`src/rtl/high_bit_normalize_if.sv`:
```
// Handshake bundle for high_bit_normalize: input word/index channel and result channel.
// valid/ready: a word moves on the rising edge where valid and ready are both 1; valid and its payload hold until then.
interface high_bit_normalize_if #(
   parameter int INPUT_WIDTH = 16,
   parameter int IDX_WIDTH   = $clog2(INPUT_WIDTH)
);
   logic                   in_valid;
   logic                   in_ready;
   logic [INPUT_WIDTH-1:0] in_data;
   logic [IDX_WIDTH-1:0]   in_idx;
   logic                   in_zero;
   logic                   out_valid;
   logic                   out_ready;
   logic [INPUT_WIDTH-1:0] out_mant;
   logic [IDX_WIDTH-1:0]   out_exp;
   logic                   out_zero;
   logic                   out_err;

   modport master (
      output in_valid, in_data, in_idx, in_zero, out_ready,
      input  in_ready, out_valid, out_mant, out_exp, out_zero, out_err
   );

   modport slave (
      input  in_valid, in_data, in_idx, in_zero, out_ready,
      output in_ready, out_valid, out_mant, out_exp, out_zero, out_err
   );
endinterface

```
`src/rtl/high_bit_normalize.sv`:
```
// Left-normalizes a word so its reported highest set bit lands at the MSB; flags inconsistent indices.
// Optional macro HBN_FAST_SHIFT_EN: single-cycle barrel shift instead of the one-bit-per-cycle shifter.
module high_bit_normalize #(
   parameter int INPUT_WIDTH = 16,
   parameter int IDX_WIDTH   = $clog2(INPUT_WIDTH)
) (
   input  logic                 clk,
   input  logic                 rst,
   high_bit_normalize_if.slave  bus,
   output logic [1:0]           dbg_state
);
   localparam logic [1:0] IDLE  = 2'd0;
   localparam logic [1:0] SHIFT = 2'd1;
   localparam logic [1:0] DONE  = 2'd2;

   localparam logic [IDX_WIDTH:0]   WIDTH_C = (IDX_WIDTH+1)'(INPUT_WIDTH);
   localparam logic [IDX_WIDTH-1:0] TOP_IDX = IDX_WIDTH'(INPUT_WIDTH - 1);

   logic [1:0]             state;
   logic [INPUT_WIDTH-1:0] mant;
   logic [IDX_WIDTH-1:0]   exp_r;
   logic                   zero_r;
   logic                   err_r;
   logic [IDX_WIDTH-1:0]   k;

   logic                   data_zero;
   logic                   idx_oob;
   logic                   idx_bad;
   logic [IDX_WIDTH-1:0]   k_calc;

   // A consistent index leaves exactly a single 1 once the word is shifted down by it.
   always_comb begin
      data_zero = bus.in_zero || (bus.in_data == '0);
      idx_oob   = ({1'b0, bus.in_idx} >= WIDTH_C);
      idx_bad   = ((bus.in_data >> bus.in_idx) != INPUT_WIDTH'(1));
      k_calc    = TOP_IDX - bus.in_idx;
   end

   always_ff @(posedge clk) begin
      if (rst) begin
         state  <= IDLE;
         mant   <= '0;
         exp_r  <= '0;
         zero_r <= 1'b0;
         err_r  <= 1'b0;
         k      <= '0;
      end else begin
         case (state)
            IDLE: begin
               if (bus.in_valid) begin
                  if (data_zero || idx_oob) begin
                     mant   <= '0;
                     exp_r  <= '0;
                     zero_r <= 1'b1;
                     err_r  <= !data_zero;
                     k      <= '0;
                     state  <= DONE;
                  end else begin
                     exp_r  <= bus.in_idx;
                     zero_r <= 1'b0;
                     err_r  <= idx_bad;
`ifdef HBN_FAST_SHIFT_EN
                     mant   <= bus.in_data << k_calc;
                     k      <= '0;
                     state  <= DONE;
`else
                     mant   <= bus.in_data;
                     k      <= k_calc;
                     state  <= (k_calc == '0) ? DONE : SHIFT;
`endif
                  end
               end
            end
            SHIFT: begin
               // Final shift happens on the edge where k goes 1 -> 0.
               mant <= mant << 1;
               k    <= k - IDX_WIDTH'(1);
               if (k == IDX_WIDTH'(1)) state <= DONE;
            end
            DONE: begin
               if (bus.out_ready) state <= IDLE;
            end
            default: state <= IDLE;
         endcase
      end
   end

   assign bus.in_ready  = (state == IDLE);
   assign bus.out_valid = (state == DONE);
   assign bus.out_mant  = mant;
   assign bus.out_exp   = exp_r;
   assign bus.out_zero  = zero_r;
   assign bus.out_err   = err_r;
   assign dbg_state     = state;
endmodule

```
`src/flat_wrapper.sv`:
```
// flat-port wrapper written by rule: the top's interface ports become plain ports
module high_bit_normalize_flat 
#(
   parameter int INPUT_WIDTH = 16,
   parameter int IDX_WIDTH   = $clog2(INPUT_WIDTH)
)
  (clk, rst, dbg_state, bus_in_valid, bus_in_data, bus_in_idx, bus_in_zero, bus_out_ready, bus_in_ready, bus_out_valid, bus_out_mant, bus_out_exp, bus_out_zero, bus_out_err);
  high_bit_normalize_if #(.INPUT_WIDTH(INPUT_WIDTH), .IDX_WIDTH(IDX_WIDTH)) bus_i ();
  input  logic clk;
  input  logic rst;
  output logic [1:0] dbg_state;
  input wire logic [$bits(bus_i.in_valid)-1:0] bus_in_valid;
  input wire logic [$bits(bus_i.in_data)-1:0] bus_in_data;
  input wire logic [$bits(bus_i.in_idx)-1:0] bus_in_idx;
  input wire logic [$bits(bus_i.in_zero)-1:0] bus_in_zero;
  input wire logic [$bits(bus_i.out_ready)-1:0] bus_out_ready;
  output wire logic [$bits(bus_i.in_ready)-1:0] bus_in_ready;
  output wire logic [$bits(bus_i.out_valid)-1:0] bus_out_valid;
  output wire logic [$bits(bus_i.out_mant)-1:0] bus_out_mant;
  output wire logic [$bits(bus_i.out_exp)-1:0] bus_out_exp;
  output wire logic [$bits(bus_i.out_zero)-1:0] bus_out_zero;
  output wire logic [$bits(bus_i.out_err)-1:0] bus_out_err;
  assign bus_i.in_valid = bus_in_valid;
  assign bus_i.in_data = bus_in_data;
  assign bus_i.in_idx = bus_in_idx;
  assign bus_i.in_zero = bus_in_zero;
  assign bus_i.out_ready = bus_out_ready;
  assign bus_in_ready = bus_i.in_ready;
  assign bus_out_valid = bus_i.out_valid;
  assign bus_out_mant = bus_i.out_mant;
  assign bus_out_exp = bus_i.out_exp;
  assign bus_out_zero = bus_i.out_zero;
  assign bus_out_err = bus_i.out_err;
  high_bit_normalize #(.INPUT_WIDTH(INPUT_WIDTH), .IDX_WIDTH(IDX_WIDTH)) u_core (.clk(clk), .rst(rst), .bus(bus_i), .dbg_state(dbg_state));
endmodule
```
`config.mk`:
```
export PLATFORM = sky130hd
export DESIGN_NAME = high_bit_normalize_flat
export DESIGN_NICKNAME = d
export VERILOG_FILES = /design/src/rtl/high_bit_normalize_if.sv /design/src/rtl/high_bit_normalize.sv /design/src/flat_wrapper.sv
export SDC_FILE = /design/constraint.sdc
export NUM_CORES = 1
export LEC_CHECK = 0
export CORE_MARGIN = 4
export CORE_UTILIZATION = 35
export CTS_CLUSTER_SIZE = 16
export DETAILED_ROUTE_END_ITERATION = 8
export PLACE_DENSITY_LB_ADDON = 0.3
export SYNTH_ARGS = -nofsm -noshare
export SYNTH_HDL_FRONTEND = slang
export SYNTH_SLANG_ARGS = --single-unit
```
`constraint.sdc`:
```
create_clock -name clk -period 1.9 [get_ports clk]
set_input_delay 0.38 -clock clk [delete_from_list [all_inputs] [get_ports clk]]
set_output_delay 0.38 -clock clk [all_outputs]
set_load 0.005 [all_outputs]
```
==> metrics.txt <==
outcome completed; DR vias 2018; Worst Hold Class reg2reg; core area 0.00450 mm2; vias per inst 5.54; critical path class in2reg; dpl hpwl 4.16 mm; DR iter-0 viols 92; Netlist Area Pre-Place 0.00168 mm2; Avg Cell Area, Syn 7.20 um2; PwrDens 658 mW/mm2; Pins Over Slew Limit 0; Final Util 59.0%; clk sinks 28; placed cells 359; first-pass GRT wire length 9.43 mm; die width 77.2 um; CP endpoint kind flop; Worst R2R Start u_core.dbg_state[1]; crit path max fanout 4; GP Congestion 0.886; peak supply drop 451 uV; Max-slew headroom 61.8%; cells after synthesis 233; setup slack, reg-to-reg 0.37 ns; global route overflow 0; total CTS buffers 3; deepest clock path buffer count 2; cell row count 24; startpoint types primary input; initial antenna violation count 0; f_max 0.544 GHz; # DRC 0; FF-to-FF path depth 4; ranking of synthesized cells by area dfxtp_1 (33%), nor2_1 (10%), a21oi_1 (8.4%); Setup crit start bus_in_data[2]; Setup Skew 0.000976 ns; top-area cell type share of the netlist area 33.4%; final hold violations 0; die height 77.2 um; syn_nets 260; CTS tree done; Fin Setup TNS 0 ns; DR pass1 iterations 4; period utilisation layout 96.7%; DIE AREA 0.00596 mm2; DRT antenna net count 0; Ports 51; initial core utilization 37.2%; MaxCap Viol Count 0; Seq/Total Area, Yosys 33.4%; fraction of layout instances using a drive strength above 1 20.2%; post-CTS setup buffers 0; Synth area leader dfxtp_1; Crit path arrival time 2.01 ns; vias in the first global route 1988; routed len/inst 15.3 um; total power 1.75 mW; FF-to-FF End u_core.bus.out_mant[7]; Seq cells post-synth 28; Clock Latency Late Sink 0.28 ns; CTS clk-pin slew, worst paths 0.10 ns; dpl ws -0.529 ns; final wirelength 5.58 mm; Port Buffer Count 50; count of final setup violators 0; final net count 340; final non-filler cell total 364; Root Buffer Master clkbuf_8; measured slew at the worst slew-check pin 0.558 ns; H-tree Lvls 1; cell leakage power 1.09 nW; Crit path required time 2.08 ns; Antenna Cells 0; PnR worst setup slack 0.0631 ns; global router's overall resource usage 19.2%; min cycle time layout 1.84 ns; Synth cell types 41; Layout area overhead 58.6%; CP endpoint u_core.bus.out_err; largest net degree at the start of global routing 30; Syn. warnings 0
==> layout make-up <==
| type | instances | area [um2] |
|---|---|---|
| clock buffers | 3 | 41.3 |
| repair buffers | 92 | 851 |
| flip-flops and latches | 28 | 562 |
| inverters | 8 | 30.0 |
| multi-input cells | 180 | 1080 |
| clock inverters | 1 | 30.0 |
| fillers | 422 | 1850 |
| well taps | 52 | 65.1 |
==> cell usage after synthesis <==
cell / count
nand2b_1: 5
o31ai_1: 1
o21a_1: 1
and3b_1: 2
o2bb2ai_1: 1
a2bb2oi_1: 1
o2111a_1: 2
nand3b_1: 3
nor2_1: 45
o21ai_1: 3
nor2b_1: 6
inv_1: 7
buf_2: 3
a311oi_1: 1
or3_1: 1
clkbuf_1: 14
o211a_1: 1
nor3b_1: 5
inv_2: 1
and2_1: 1
mux2_2: 1
a21oi_1: 28
nand2_1: 16
a2111oi_0: 5
dfxtp_1: 28
o22ai_1: 2
nand3_1: 10
nor3_1: 3
or3b_1: 1
ha_1: 2
a41oi_1: 1
o21ai_0: 3
o221ai_1: 1
nor3_2: 1
o311a_1: 1
nor4_1: 17
nor4_2: 1
or4_1: 1
a211oi_1: 5
mux2i_1: 1
a221oi_1: 1
==> stage by stage <==
stage | hold slack [ns] | area, um2
global route | 0.498 | 2660
finish | 0.467 | 2660
CTS | 0.470 | 2620
detailed placement | 0.453 | 2520
global placement | 0.447 | 2520
floorplan | 0.448 | 1680
==> worst min path at each step <==
stage,startpoint,endpoint,slack (ns),cells past startpoint
CTS,u_core.bus.out_exp[2],u_core.bus.out_exp[2],0.47,2
floorplan,u_core.bus.out_exp[2],u_core.bus.out_exp[2],0.45,2
detailed placement,u_core.bus.out_exp[2],u_core.bus.out_exp[2],0.45,2
global route,u_core.bus.out_exp[1],u_core.bus.out_exp[1],0.50,2
finish,u_core.bus.out_exp[1],u_core.bus.out_exp[1],0.47,2
global placement,u_core.bus.out_exp[1],u_core.bus.out_exp[1],0.45,2
==> sequential cells by signal, summed over array words and instances, names as in the netlist <==
| register | count |
|---|---|
| u_core.bus.out_mant | 16 |
| u_core.k | 4 |
| u_core.bus.out_err | 1 |
| u_core.dbg_state | 2 |
| u_core.bus.out_exp | 4 |
| u_core.bus.out_zero | 1 |
==> report_power, final <==
| group | internal, mW | switching [mW] |
|---|---|---|
| Combinational | 0.309 | 0.267 |
| Sequential | 0.646 | 0.0494 |
| Clock | 0.282 | 0.197 |
| Total | 1.24 | 0.513 |
==> layer usage <==
metal  global-route usage [%]  part of all wire [%]
met5                        0                     0
met2                     32.2                    49
met1                     24.6                    45
met4                     6.76                   1.5
met3                     3.16                   4.9
==> placed cells by master (no fill, tap or decap), types with 3 or more instances in the layout <==
master	Yosys	layout
a211oi_1	5	5
a21oi_1	28	26
buf_12	0	3
buf_2	3	3
buf_4	0	37
clkbuf_8	0	3
clkdlybuf4s50_1	0	42
dfxtp_1	28	27
dlymetal6s2s_1	0	3
inv_1	7	7
nand2_1	16	16
nand2b_1	5	5
nand3_1	10	10
nand3b_1	3	3
nor2_1	45	44
nor2b_1	6	6
nor3b_1	5	4
nor4_1	17	15
o21ai_0	3	3
o21ai_1	3	3
==> kinds of logic after synthesis <==
group | Yosys count | synth area share [%]
AO/OA/AOI/OAI | 58 | 22.3
multiplexers | 2 | 1.27
adder cells (fa/ha/maj) | 2 | 1.49
buffers and inverters | 25 | 5.82
AND/OR/NAND/NOR | 118 | 35.7
flip-flops | 28 | 33.4
==> critical path, cell delays in order <==
cell and delay (ns):
clkdlybuf4s50_1 0.49, nor2b_1 0.20, a2111oi_2 0.38, o221ai_1 0.16, o2bb2ai_1 0.14, nor4_1 0.17
o21ai_1 0.09
==> repair_timing <==
action                                  4_1_cts  5_1_grt
endpoints found under the hold margin         0        0
hold buffers                                  0        0
pin swaps                                     6        8
endpoints found under the setup margin       21       13
gates cloned                                  1        0
resized for setup                            20       13
(Power assumes the default switching activity.)
